File: src/rtl/axi_ddc_oct_prog_master.sv
// AXI4-Lite master that expands high-level DDC octet commands (program, rate, resync, readback)
// into ordered single-beat register transactions and returns one response per command.
module axi_ddc_oct_prog_master #(
    parameter int C_M_AXI_DATA_WIDTH = 32,
    parameter int C_M_AXI_ADDR_WIDTH = 5
) (
    input  logic                          M_AXI_ACLK,
    input  logic                          M_AXI_ARESETN,

    input  logic                          cmd_valid,
    output logic                          cmd_ready,
    input  logic [1:0]                    cmd_op,
    input  logic [C_M_AXI_DATA_WIDTH-1:0] cmd_ch,
    input  logic [C_M_AXI_DATA_WIDTH-1:0] cmd_pinc,
    input  logic [C_M_AXI_DATA_WIDTH-1:0] cmd_poff,
    output logic                          rsp_valid,
    output logic [C_M_AXI_DATA_WIDTH-1:0] rsp_data,
    output logic                          rsp_err,
    output logic                          busy,

    output logic [C_M_AXI_ADDR_WIDTH-1:0] M_AXI_AWADDR,
    output logic [2:0]                    M_AXI_AWPROT,
    output logic                          M_AXI_AWVALID,
    input  logic                          M_AXI_AWREADY,
    output logic [C_M_AXI_DATA_WIDTH-1:0] M_AXI_WDATA,
    output logic [3:0]                    M_AXI_WSTRB,
    output logic                          M_AXI_WVALID,
    input  logic                          M_AXI_WREADY,
    input  logic [1:0]                    M_AXI_BRESP,
    input  logic                          M_AXI_BVALID,
    output logic                          M_AXI_BREADY,
    output logic [C_M_AXI_ADDR_WIDTH-1:0] M_AXI_ARADDR,
    output logic [2:0]                    M_AXI_ARPROT,
    output logic                          M_AXI_ARVALID,
    input  logic                          M_AXI_ARREADY,
    input  logic [C_M_AXI_DATA_WIDTH-1:0] M_AXI_RDATA,
    input  logic [1:0]                    M_AXI_RRESP,
    input  logic                          M_AXI_RVALID,
    output logic                          M_AXI_RREADY
);

    localparam int DW = C_M_AXI_DATA_WIDTH;
    localparam int AW = C_M_AXI_ADDR_WIDTH;

    localparam logic [1:0] OpProg   = 2'd0;
    localparam logic [1:0] OpRate   = 2'd1;
    localparam logic [1:0] OpResync = 2'd2;
    localparam logic [1:0] OpRead   = 2'd3;

    typedef enum logic [2:0] {
        StIdle,
        StWrReq,
        StWrResp,
        StRdReq,
        StRdResp,
        StDone
    } state_e;

    state_e          state_q, state_d;
    logic [1:0]      op_q;
    logic [DW-1:0]   ch_q, pinc_q, poff_q;
    logic [1:0]      step_q;
    logic            aw_done_q, w_done_q;
    logic            err_q;
    logic [DW-1:0]   rdata_q;
    logic            cmd_ready_q;

    logic [AW-1:0]   step_addr;
    logic [DW-1:0]   step_data;
    logic            last_step;
    logic            cmd_hs, aw_hs, w_hs;

    assign cmd_hs = cmd_valid & cmd_ready_q & (state_q == StIdle);
    assign aw_hs  = M_AXI_AWVALID & M_AXI_AWREADY;
    assign w_hs   = M_AXI_WVALID & M_AXI_WREADY;

    // Channel register goes last so the slave publishes a consistent pinc/poff/ch set.
    always_comb begin
        step_addr = '0;
        step_data = '0;
        last_step = 1'b1;
        unique case (op_q)
            OpProg: begin
                last_step = (step_q == 2'd2);
                case (step_q)
                    2'd0:    begin step_addr = AW'(5'h04); step_data = pinc_q; end
                    2'd1:    begin step_addr = AW'(5'h08); step_data = poff_q; end
                    default: begin step_addr = AW'(5'h00); step_data = ch_q;   end
                endcase
            end
            OpRate:   begin step_addr = AW'(5'h0C); step_data = poff_q; end
            OpResync: begin step_addr = AW'(5'h10); step_data = DW'(1); end
            OpRead:   ;
        endcase
    end

    always_comb begin
        state_d = state_q;
        unique case (state_q)
            StIdle:   if (cmd_hs) state_d = (cmd_op == OpRead) ? StRdReq : StWrReq;
            StWrReq:  if (aw_done_q && w_done_q) state_d = StWrResp;
            StWrResp: if (M_AXI_BVALID) state_d = last_step ? StDone : StWrReq;
            StRdReq:  if (M_AXI_ARREADY) state_d = StRdResp;
            StRdResp: if (M_AXI_RVALID) state_d = StDone;
            StDone:   state_d = StIdle;
            default:  state_d = StIdle;
        endcase
    end

    always_ff @(posedge M_AXI_ACLK or negedge M_AXI_ARESETN) begin
        if (!M_AXI_ARESETN) begin
            state_q     <= StIdle;
            cmd_ready_q <= 1'b0;
            op_q        <= '0;
            ch_q        <= '0;
            pinc_q      <= '0;
            poff_q      <= '0;
            step_q      <= '0;
            aw_done_q   <= 1'b0;
            w_done_q    <= 1'b0;
            err_q       <= 1'b0;
            rdata_q     <= '0;
        end else begin
            state_q     <= state_d;
            cmd_ready_q <= (state_d == StIdle);
            case (state_q)
                StIdle: begin
                    if (cmd_hs) begin
                        op_q      <= cmd_op;
                        ch_q      <= cmd_ch;
                        pinc_q    <= cmd_pinc;
                        poff_q    <= cmd_poff;
                        step_q    <= '0;
                        aw_done_q <= 1'b0;
                        w_done_q  <= 1'b0;
                        err_q     <= 1'b0;
                        rdata_q   <= '0;
                    end
                end
                StWrReq: begin
                    if (aw_hs) aw_done_q <= 1'b1;
                    if (w_hs)  w_done_q  <= 1'b1;
                end
                StWrResp: begin
                    if (M_AXI_BVALID) begin
                        err_q     <= err_q | (M_AXI_BRESP != 2'b00);
                        step_q    <= step_q + 2'd1;
                        aw_done_q <= 1'b0;
                        w_done_q  <= 1'b0;
                    end
                end
                StRdResp: begin
                    if (M_AXI_RVALID) begin
                        rdata_q <= M_AXI_RDATA;
                        err_q   <= err_q | (M_AXI_RRESP != 2'b00);
                    end
                end
                default: ;
            endcase
        end
    end

    assign cmd_ready     = cmd_ready_q;
    assign busy          = (state_q != StIdle);

    assign M_AXI_AWVALID = (state_q == StWrReq) & ~aw_done_q;
    assign M_AXI_WVALID  = (state_q == StWrReq) & ~w_done_q;
    assign M_AXI_AWADDR  = (state_q == StWrReq) ? step_addr : '0;
    assign M_AXI_WDATA   = (state_q == StWrReq) ? step_data : '0;
    assign M_AXI_AWPROT  = 3'b000;
    assign M_AXI_WSTRB   = 4'hF;
    assign M_AXI_BREADY  = (state_q == StWrResp);

    assign M_AXI_ARVALID = (state_q == StRdReq);
    assign M_AXI_ARADDR  = (state_q == StRdReq) ? AW'({ch_q[2:0], 2'b00}) : '0;
    assign M_AXI_ARPROT  = 3'b000;
    assign M_AXI_RREADY  = (state_q == StRdResp);

    assign rsp_valid     = (state_q == StDone);
    assign rsp_data      = (state_q == StDone) ? rdata_q : '0;
    assign rsp_err       = (state_q == StDone) & err_q;

endmodule
File: config.mk
export PLATFORM = sky130hd
export DESIGN_NAME = axi_ddc_oct_prog_master
export DESIGN_NICKNAME = d
export VERILOG_FILES = /design/src/rtl/axi_ddc_oct_prog_master.sv
export SDC_FILE = /design/constraint.sdc
export NUM_CORES = 1
export LEC_CHECK = 0
export BUFFER_PORTS_ARGS = -buffer_cell sky130_fd_sc_hd__buf_2
export CAP_MARGIN = 20
export CORE_ASPECT_RATIO = 0.9
export CORE_MARGIN = 4
export CORE_UTILIZATION = 46
export DETAILED_ROUTE_END_ITERATION = 6
export GPL_ROUTABILITY_DRIVEN = 0
export GPL_TIMING_DRIVEN = 0
export PLACE_DENSITY = 0.77
export SLEW_MARGIN = 20
export SYNTH_ARGS = -nofsm -noshare
export SYNTH_HDL_FRONTEND = slang
export SYNTH_SLANG_ARGS = --single-unit
File: constraint.sdc
create_clock -name M_AXI_ACLK -period 1.75 [get_ports M_AXI_ACLK]
set_input_delay 0.0875 -clock M_AXI_ACLK [delete_from_list [all_inputs] [get_ports M_AXI_ACLK]]
set_output_delay 0.0875 -clock M_AXI_ACLK [all_outputs]
set_load 0.02 [all_outputs]
==> impl_metrics.tcl, run 1 <==
set metrics [dict create \
    outcome "finished, violations left" \
    violations "negative hold slack, negative setup slack" \
    setup_viol 202 \
    synthTopCellsByArea "dfrtp_1, nand2_1, and2_1" \
    grt_pass1_wl_um 40770 \
    insertion_delay_ps 430 \
    cts.sinks 139 \
    synth_area_um2 6917 \
    root_buffer "clkbuf_16" \
    cap_violations 0 \
    worstMarginPinSlew_ps 690.6 \
    tns_ps -36470 \
    wl_per_cell_um 22.33 \
    drive_above_1_share 0.4939 \
    grt_pass1_vias 7888 \
    syn_to_final_growth_pct 88.22 \
    start_kind "flip-flop" \
    globalRouteTotalUtil 0.3069 \
    ios 235 \
    path_max_fanout 7 \
    core_area_um2 14710 \
    dr.pass1.iters 5 \
    fin_total_pwr_mw 22.39 \
    io_buffers 220 \
    fp.dieH_um 124.3 \
    final_cell_mix "nand2_1, buf_2, dfrtp_1" \
    critPathMaxStageDelay_ps 420 \
    grt.overflow.total 0 \
    hold_viol 1 \
    power_density_nw_per_um2 1720 \
    path_cells "inv_2 -> ha_4 -> clkbuf_16 -> nor3b_1 -> a21oi_1 -> o21ai_1 -> and2_4 -> buf_6" \
    arrival_ps 2100 \
    endpoint_kind "output pin" \
    max_slew_margin 0.5396 \
    drc 0 \
    cts_buffers 17 \
    yosysSeqAreaShare 0.5029 \
    hold_class "in2reg" \
    ant_nets 0 \
    fin_ws_ps -434.5 \
    yosys_warnings 0 \
    synth-seq-cells 139 \
    layout.filler_cells 615 \
    irDropWorstVdd_uv 1223 \
    critPathKind "reg2out" \
    final_nets 1447 \
    row_count 42 \
    h-tree-depth 4 \
    final_common_cell "nand2_1" \
    clockBufferDepth 2 \
    netlist_instances 862 \
    synth_top_area_share 0.5029 \
    p_leak_nw 6.448 \
    synth.avg_cell_area_um2 8.024 \
    grt_max_degree 85 \
    via_per_inst 5.687 \
    antenna_found_initial 1 \
    rsz0062_at_grt "yes" \
    dr.first_iter.drc_count 726 \
    die-area_um2 17060 \
    cts_tree "built" \
    period_needed_ps 2184 \
    fmax_ghz 0.4578 \
    vias 8605 \
    totalWireLength_um 33780 \
    start_util 0.4701 \
    clock_skew_ps 12.16 \
    cp.required_ps 1660 \
    path_clk_slew_ps 60 \
    synth.distinct_cells 38 \
    timing.hold.ws_ps -0.5495 \
    cpMaxStageDelayCell "dfrtp_2" \
    fin_crit_sh 1.248 \
    die_x_um 137.3 \
    maxSlewViolCount 0 \
    dpl.hpwl_um 15250 \
    yosysTopAreaCell "dfrtp_1" \
]
## per-stage QoR
stage	utilization	area (µm²)	cells	hold slack, ps	setup slack (ps)
after floorplan	-	7036	874	-208.1	-61.47
after global placement	0.5698	8384	1292	277.9	-1379
after detailed placement	0.5724	8422	1293	42.03	-564.5
after CTS	0.7707	11340	1475	4.483	-337.3
after global routing	0.8848	13020	1513	1.920	-495.6
final	0.8848	13020	1513	-0.5495	-434.5
## Yosys cell counts (all sizes together)
cell    instances
nand2         388
and3            3
mux2            2
or3             1
mux2i           1
o211ai          1
a22o            1
a211oi          1
nor3b          12
nor2b           1
nand2b         24
nor2           33
o21ai          43
ha              4
a211o           2
nand3          35
o21a            1
a21oi          13
buf            45
conb            2
a22oi          25
and2           41
o221ai          1
o41ai           1
dfrtp         139
nor3            4
clkbuf         28
a21o            1
or2             1
a31oi           1
nand3b          2
inv             4
or3b            1
## timing repair
action	CTS	global route
hold endpoints to repair	186	0
setup endpoints to repair	207	207
resized for setup	243	371
setup buffers	18	22
hold buffers	132	0
gates cloned	3	17
pin swaps	22	234
## worst max-delay path: cells and delay by family (launching register included)
kind | cells | cell delay (ps)
AO/OA/AOI/OAI | 2 | 260
adder cells (fa/ha/maj) | 1 | 200
buffers and inverters | 3 | 360
flip-flops | 1 | 420
AND/OR/NAND/NOR | 2 | 440
## metal layers
| metal | vias to the layer above | track usage | wire [µm] |
|---|---|---|---|
| met1 | 4164 | 0.3645 | 11430 |
| met3 | 167 | 0.07431 | 3454 |
| met4 | 0 | 0.1185 | 1871 |
| met5 | - | 0 | 0 |
| li1 | 3617 | - | - |
| met2 | 657 | 0.5313 | 17030 |
## sequential cells by signal, summed over array words and instances (netlist names)
| name | count |
|---|---|
| pinc_q | 32 |
| op_q | 2 |
| state_q | 3 |
| err_q | 1 |
| poff_q | 32 |
| step_q | 2 |
| ch_q | 32 |
| cmd_ready | 1 |
| w_done_q | 1 |
| rdata_q | 32 |
| aw_done_q | 1 |
## power breakdown
part	total, mW	internal [mW]	switching [mW]
clock network	3.86	2.45	1.41
registers	6.07	4.61	1.47
logic	12.5	5.79	6.67
## area by class of cell
cell class	count	area (µm²)	share of cell area
multi-input cells	658	4178	0.3209
repair buffers	412	3717	0.2855
flip-flops and latches	139	3480	0.2673
plain buffers	69	767.0	0.05891
clock buffers	24	471.7	0.03623
well taps	198	247.7	0.01903
clock inverters	8	140.1	0.01076
inverters	4	15.01	0.001153
diodes	1	2.502	0.0001922
## cell families (layout without fill, tap and decap cells)
logic type,count (synthesis),in the layout,synth area share
compound gates,91,91,0.07996
fa+ha+maj,4,4,0.007236
buf+inv,77,517,0.06458
flops,139,139,0.5029
mux,3,3,0.004703
other cells,2,15,0.001086
simple gates,546,546,0.3395
## path summary, 6_finish.rpt
path | cells past startpoint | slack, ps | start | end
setup / recovery | 8 | -430 | step_q[0] | M_AXI_WDATA[30]
hold / removal | 3 | -0.5 | M_AXI_ARREADY | state_q[2]
setup reg to reg | 9 | -390 | state_q[2] | rdata_q[29]
hold reg to reg | 2 | 470 | rdata_q[16] | rdata_q[16]
max in group asynchronous | 3 | 800 | M_AXI_ARESETN | ch_q[26]
min in group asynchronous | 2 | 180 | M_AXI_ARESETN | rdata_q[1]
Note: power is estimated with default switching activity, not from simulation.
==> inputs of run 2 (changes only) <==
--- a/config.mk
+++ b/config.mk
@@ -7,13 +7,13 @@
 export LEC_CHECK = 0
 export BUFFER_PORTS_ARGS = -buffer_cell sky130_fd_sc_hd__buf_2
 export CAP_MARGIN = 20
-export CORE_ASPECT_RATIO = 0.9
+export CORE_ASPECT_RATIO = 0.75
 export CORE_MARGIN = 4
-export CORE_UTILIZATION = 46
+export CORE_UTILIZATION = 35
 export DETAILED_ROUTE_END_ITERATION = 6
 export GPL_ROUTABILITY_DRIVEN = 0
 export GPL_TIMING_DRIVEN = 0
-export PLACE_DENSITY = 0.77
+export HOLD_SLACK_MARGIN = 0.15
 export SLEW_MARGIN = 20
 export SYNTH_ARGS = -nofsm -noshare
 export SYNTH_HDL_FRONTEND = slang
==> run 2 against run 1 <==
Effect of this change:
- the flow finishes with violations (negative setup slack)
- count of clock-buffer cells in the layout down 4
- worst hold slack better by 200 ps
- setup slack better by 95 ps
- sequential power down 7.6%
- first-iteration DRC count down 23%
- sequential share of layout area up 0.67 points
- cell area down 2.4%
- largest cell class unchanged
==> impl_metrics.tcl, run 2 (same netlist as run 1, synthesis figures left out) <==
set metrics [dict create \
    outcome "finished, violations left" \
    violations "negative setup slack" \
    rr_worst_depth 10 \
    insertion_delay_ps 420 \
    power_density_nw_per_um2 1648 \
    die_x_um 170.3 \
    wl_per_cell_um 18.40 \
    critPathKind "reg2out" \
    grt.overflow.total 0 \
    fin_crit_sh 1.194 \
    hold_class "in2async" \
    setup_viol 108 \
    endpoint_kind "output pin" \
    fin_total_pwr_mw 20.94 \
    fin_util 0.6557 \
    antenna_found_initial 0 \
    clockBufferDepth 2 \
    arrival_ps 2000 \
    pwr-share-comb 0.547 \
    period_needed_ps 2089 \
    cp.required_ps 1660 \
    path_max_fanout 5 \
    cts_buffers 17 \
    critPathBufInv 4 \
    maxSlewViolCount 0 \
    grt_pass1_vias 7475 \
    row_count 44 \
    core_area_um2 19380 \
    cpMaxStageDelayCell "dfrtp_1" \
    cap_violations 0 \
    drc 0 \
    rsz0062_at_grt "yes" \
    path_cells "inv_2 -> ha_4 -> nor2_4 -> nor2_4 -> buf_6 -> buf_6 -> a22oi_1 -> nor2_2 -> buf_6" \
    fp.dieH_um 129.7 \
    die-area_um2 22100 \
    cpMostUsedCell "buf_6" \
    fmax_ghz 0.4786 \
    dr.first_iter.drc_count 558 \
    cts.sinks 139 \
    h-tree-depth 4 \
    cts_tree "built" \
    totalWireLength_um 29050 \
    worstMarginPinSlew_ps 552.0 \
    globalRouteTotalUtil 0.2323 \
    syn_to_final_growth_pct 83.70 \
    timing.hold.ws_ps 195.8 \
    dpl.hpwl_um 16500 \
    critPathMaxStageDelay_ps 400 \
    p_int_mw 12.32 \
    final_cell_mix "nand2_1, buf_2, dlygate4sd3_1" \
    ant_nets 0 \
    grt_pass1_wl_um 39880 \
    drive_above_1_share 0.4260 \
    fin_ws_ps -339.3 \
    start_util 0.3569 \
    clockPowerShare 0.184 \
    reg2reg_from "state_q[2]" \
    switching_share 0.4117 \
    regToRegEndpoint "rdata_q[16]" \
    dp_cells 1348 \
    start_kind "flip-flop" \
    clock_skew_ps 9.426 \
    max_slew_margin 0.6320 \
    final_cells 1579 \
    root_buffer "clkbuf_16" \
    p_leak_nw 6.353 \
    io_buffers 220 \
    reg2reg_slack_ps -270 \
    ios 235 \
    via_per_inst 4.902 \
    layout.filler_cells 1497 \
    vias 7740 \
    final_nets 1457 \
    hold_viol 0 \
    p_switching_mw 8.620 \
    final_common_cell "nand2_1" \
    path_clk_slew_ps 70 \
    grt_max_degree 73 \
    critPathTopFamily "buffers and inverters" \
    dr.pass1.iters 7 \
    irDropWorstVdd_uv 930.6 \
    seqPwrFrac 0.268 \
]
[run 2: how the worst max path moves through the flow]
stage / cells past startpoint / end / slack, ps / start
after floorplan: 4 / M_AXI_AWADDR[4] / -60 / state_q[2]
after global placement: 1 / poff_q[19] / -1550 / M_AXI_ARESETN
after detailed placement: 8 / M_AXI_WDATA[29] / -750 / step_q[1]
after CTS: 8 / M_AXI_WDATA[0] / -370 / step_q[0]
after global routing: 9 / M_AXI_WDATA[6] / -430 / step_q[1]
final: 9 / M_AXI_WDATA[3] / -340 / step_q[1]
[run 2: worst reg2reg max path: cells and delay by family (launching register included)]
kind | cells | cell delay, ps
flops | 1 | 380
simple gates | 3 | 400
compound gates | 1 | 370
buf+inv | 6 | 810
[run 2: power by group through the flow]
stage | clock network [mW] | registers (mW) | logic [mW]
after global placement | 0 | 5.41 | 6.83
after global routing | 4.05 | 5.75 | 12.3
after CTS | 3.89 | 5.47 | 8.97
final | 3.86 | 5.61 | 11.5
after detailed placement | 0 | 5.42 | 6.92
after floorplan | 0 | 5.18 | 4.82
[run 2: through the flow]
stage	area, µm²	setup TNS [ps]	setup slack, ps
2_1_floorplan	7036	-94.51	-61.47
3_3_place_gp	8453	-246510	-1547
3_5_place_dp	8491	-34960	-748.5
4_1_cts	11460	-12170	-369.9
5_1_grt	12700	-29500	-425.4
6_report	12710	-23140	-339.3
[run 2: area by class of cell]
cell class                      count  area, µm²  area share
Multi-Input combinational cell    658       3812      0.3001
Timing Repair Buffer              421       3714      0.2923
Sequential cell                   139       3481      0.2740
Buffer                             70      743.2     0.05849
Clock buffer                       20      456.7     0.03594
Tap cell                          253      316.6     0.02491
Clock inverter                     12      162.7     0.01280
Inverter                            4      15.01    0.001182
Antenna cell                        2      5.005   0.0003939
[run 2: metal layers]
layer / up-vias / GRT usage / wire length [µm]
li1: 3638 / - / -
met1: 3728 / 0.3170 / 12790
met2: 312 / 0.3757 / 13840
met3: 62 / 0.04573 / 1627
met4: 0 / 0.07606 / 790
met5: - / 0 / 0
[run 2: what timing repair did]
action                                 4_1_cts  5_1_grt
resized for setup                          236      255
pin swaps                                   23      121
setup endpoints to repair                  207      185
hold buffers                               139        0
endpoints found under the hold margin      278        0
gates cloned                                 4       11
setup buffers                               22       24
==> inputs of run 3 (changes only) <==
==> constraint.sdc (replaced) <==
create_clock -name M_AXI_ACLK -period 2.6 [get_ports M_AXI_ACLK]
set_input_delay 0.13 -clock M_AXI_ACLK [delete_from_list [all_inputs] [get_ports M_AXI_ACLK]]
set_output_delay 0.13 -clock M_AXI_ACLK [all_outputs]
set_load 0.02 [all_outputs]
==> run 3 against run 2 <==
Effect of this change:
- via count fell by 8.5%
- critical path type unchanged
- critical path depth decreased by 3
- register-to-register slack better by 620 ps
- clock skew is 2.6 ps lower
- non-clock buffer count fell by 61
- count of clock-buffer cells in the layout grew 2
- the flow now finishes without violations
- global-route usage decreased by 1.4 points
- sequential cell count did not move
- setup slack improved by 490 ps
- clock power fell by 29%
- combinational power shrank 59%
- wire length down 18%
- largest power group unchanged
==> impl_metrics.tcl, run 3 (same netlist as run 1, synthesis figures left out) <==
set metrics [dict create \
    die_x_um 170.3 \
    layout.filler_cells 1855 \
    fin_crit_sh 0.9410 \
    cp.required_ps 2470 \
    wl_per_cell_um 15.74 \
    cap_violations 0 \
    endpoint_kind "output pin" \
    path_max_fanout 10 \
    path_clk_slew_ps 60 \
    die-area_um2 22100 \
    ant_nets 0 \
    hold_viol 0 \
    vias 7084 \
    fin_util 0.5423 \
    cts_tree "built" \
    p_leak_nw 5.656 \
    grt.overflow.total 0 \
    hold_class "in2reg" \
    h-tree-depth 4 \
    irDropWorstVdd_uv 564.5 \
    period_needed_ps 2447 \
    timing.hold.ws_ps 159.0 \
    pre_cts_slack_ps -106.4 \
    drc 0 \
    cts.sinks 139 \
    final_nets 1396 \
    cts_buffers 17 \
    fin_total_pwr_mw 11.12 \
    postCtsSetupBuffers 0 \
    totalWireLength_um 23880 \
    grt_pass1_vias 7006 \
    max_slew_margin 0.5762 \
    worstMarginPinSlew_ps 635.7 \
    fin_ws_ps 153.4 \
    clock_skew_ps 6.839 \
    grt_pass1_wl_um 37660 \
    dr.pass1.iters 7 \
    via_per_inst 4.670 \
    ios 235 \
    final_cell_mix "nand2_1, buf_2, dfrtp_1" \
    critPathKind "reg2out" \
    fp.dieH_um 129.7 \
    setup_viol 0 \
    row_count 44 \
    start_kind "flip-flop" \
    insertion_delay_ps 420 \
    clockBufferDepth 2 \
    dr.first_iter.drc_count 479 \
    globalRouteTotalUtil 0.2182 \
    dpl.hpwl_um 16440 \
    fmax_ghz 0.4087 \
    syn_to_final_growth_pct 51.94 \
    arrival_ps 2320 \
    core_area_um2 19380 \
    io_buffers 220 \
    start_util 0.3569 \
    antenna_found_initial 1 \
    outcome "completed" \
    final_common_cell "nand2_1" \
    maxSlewViolCount 0 \
    power_density_nw_per_um2 1058 \
    grt_max_degree 82 \
    drive_above_1_share 0.2526 \
    root_buffer "clkbuf_16" \
]
[run 3: cell type report]
cell class	count	area (µm²)	area share
inverters	4	15.01	0.001429
repair buffers	358	2510	0.2388
clock inverters	10	185.2	0.01762
flip-flops and latches	139	3478	0.3310
multi-input cells	658	3060	0.2912
plain buffers	72	456.7	0.04346
clock buffers	22	484.2	0.04608
diodes	1	2.502	0.0002381
well taps	253	316.6	0.03012
[run 3: path summary, 6_finish.rpt]
check | slack, ps | endpoint | start | cells after the start
min in group asynchronous | 300 | poff_q[8] | M_AXI_ARESETN | 2
max in group asynchronous | 1550 | ch_q[26] | M_AXI_ARESETN | 3
worst max-delay path | 150 | M_AXI_WDATA[5] | op_q[1] | 6
worst min register to register | 460 | rdata_q[27] | rdata_q[27] | 2
worst max register to register | 350 | err_q | state_q[2] | 5
worst min-delay path | 160 | err_q | M_AXI_RRESP[1] | 3
[run 3: metal layers]
layer  vias up  routed length (µm)  GRT usage  part of all wire
met5         -                   0          0                 0
met3        23                1558    0.04997             0.065
met4         0                 351    0.05399             0.015
met2       239               11130     0.3522              0.47
li1       3492                   -          -                 -
met1      3330               10840     0.3010              0.45
[run 3: per-stage QoR]
step,area [µm²],setup TNS [ps],std cells
2_1_floorplan,6962,0,874
3_3_place_gp,8379,-98350,1347
3_5_place_dp,8417,-359.3,1348
4_1_cts,10480,0,1516
5_1_grt,10510,-3.630,1517
6_report,10510,0,1517
[run 3: power by group]
group          internal [mW]  switching (mW)
clock                   1.81           0.942
combinational           1.76            2.98
sequential              3.10           0.531
total                   6.67            4.46
[run 3: timing repair]
| item | 4_1_cts | 5_1_grt |
|---|---|---|
| hold buffers | 137 | 0 |
| setup endpoints to repair | 33 | 29 |
| hold endpoints to repair | 219 | 0 |
| resized for setup | 13 | 22 |
[run 3: worst max-delay path, stage by stage, from the launching register on]
cell      delay, ps
dfrtp_1         350
clkbuf_1        240
nor2_2          380
clkbuf_1        460
a22oi_1         130
nor2_1          140
buf_2           180
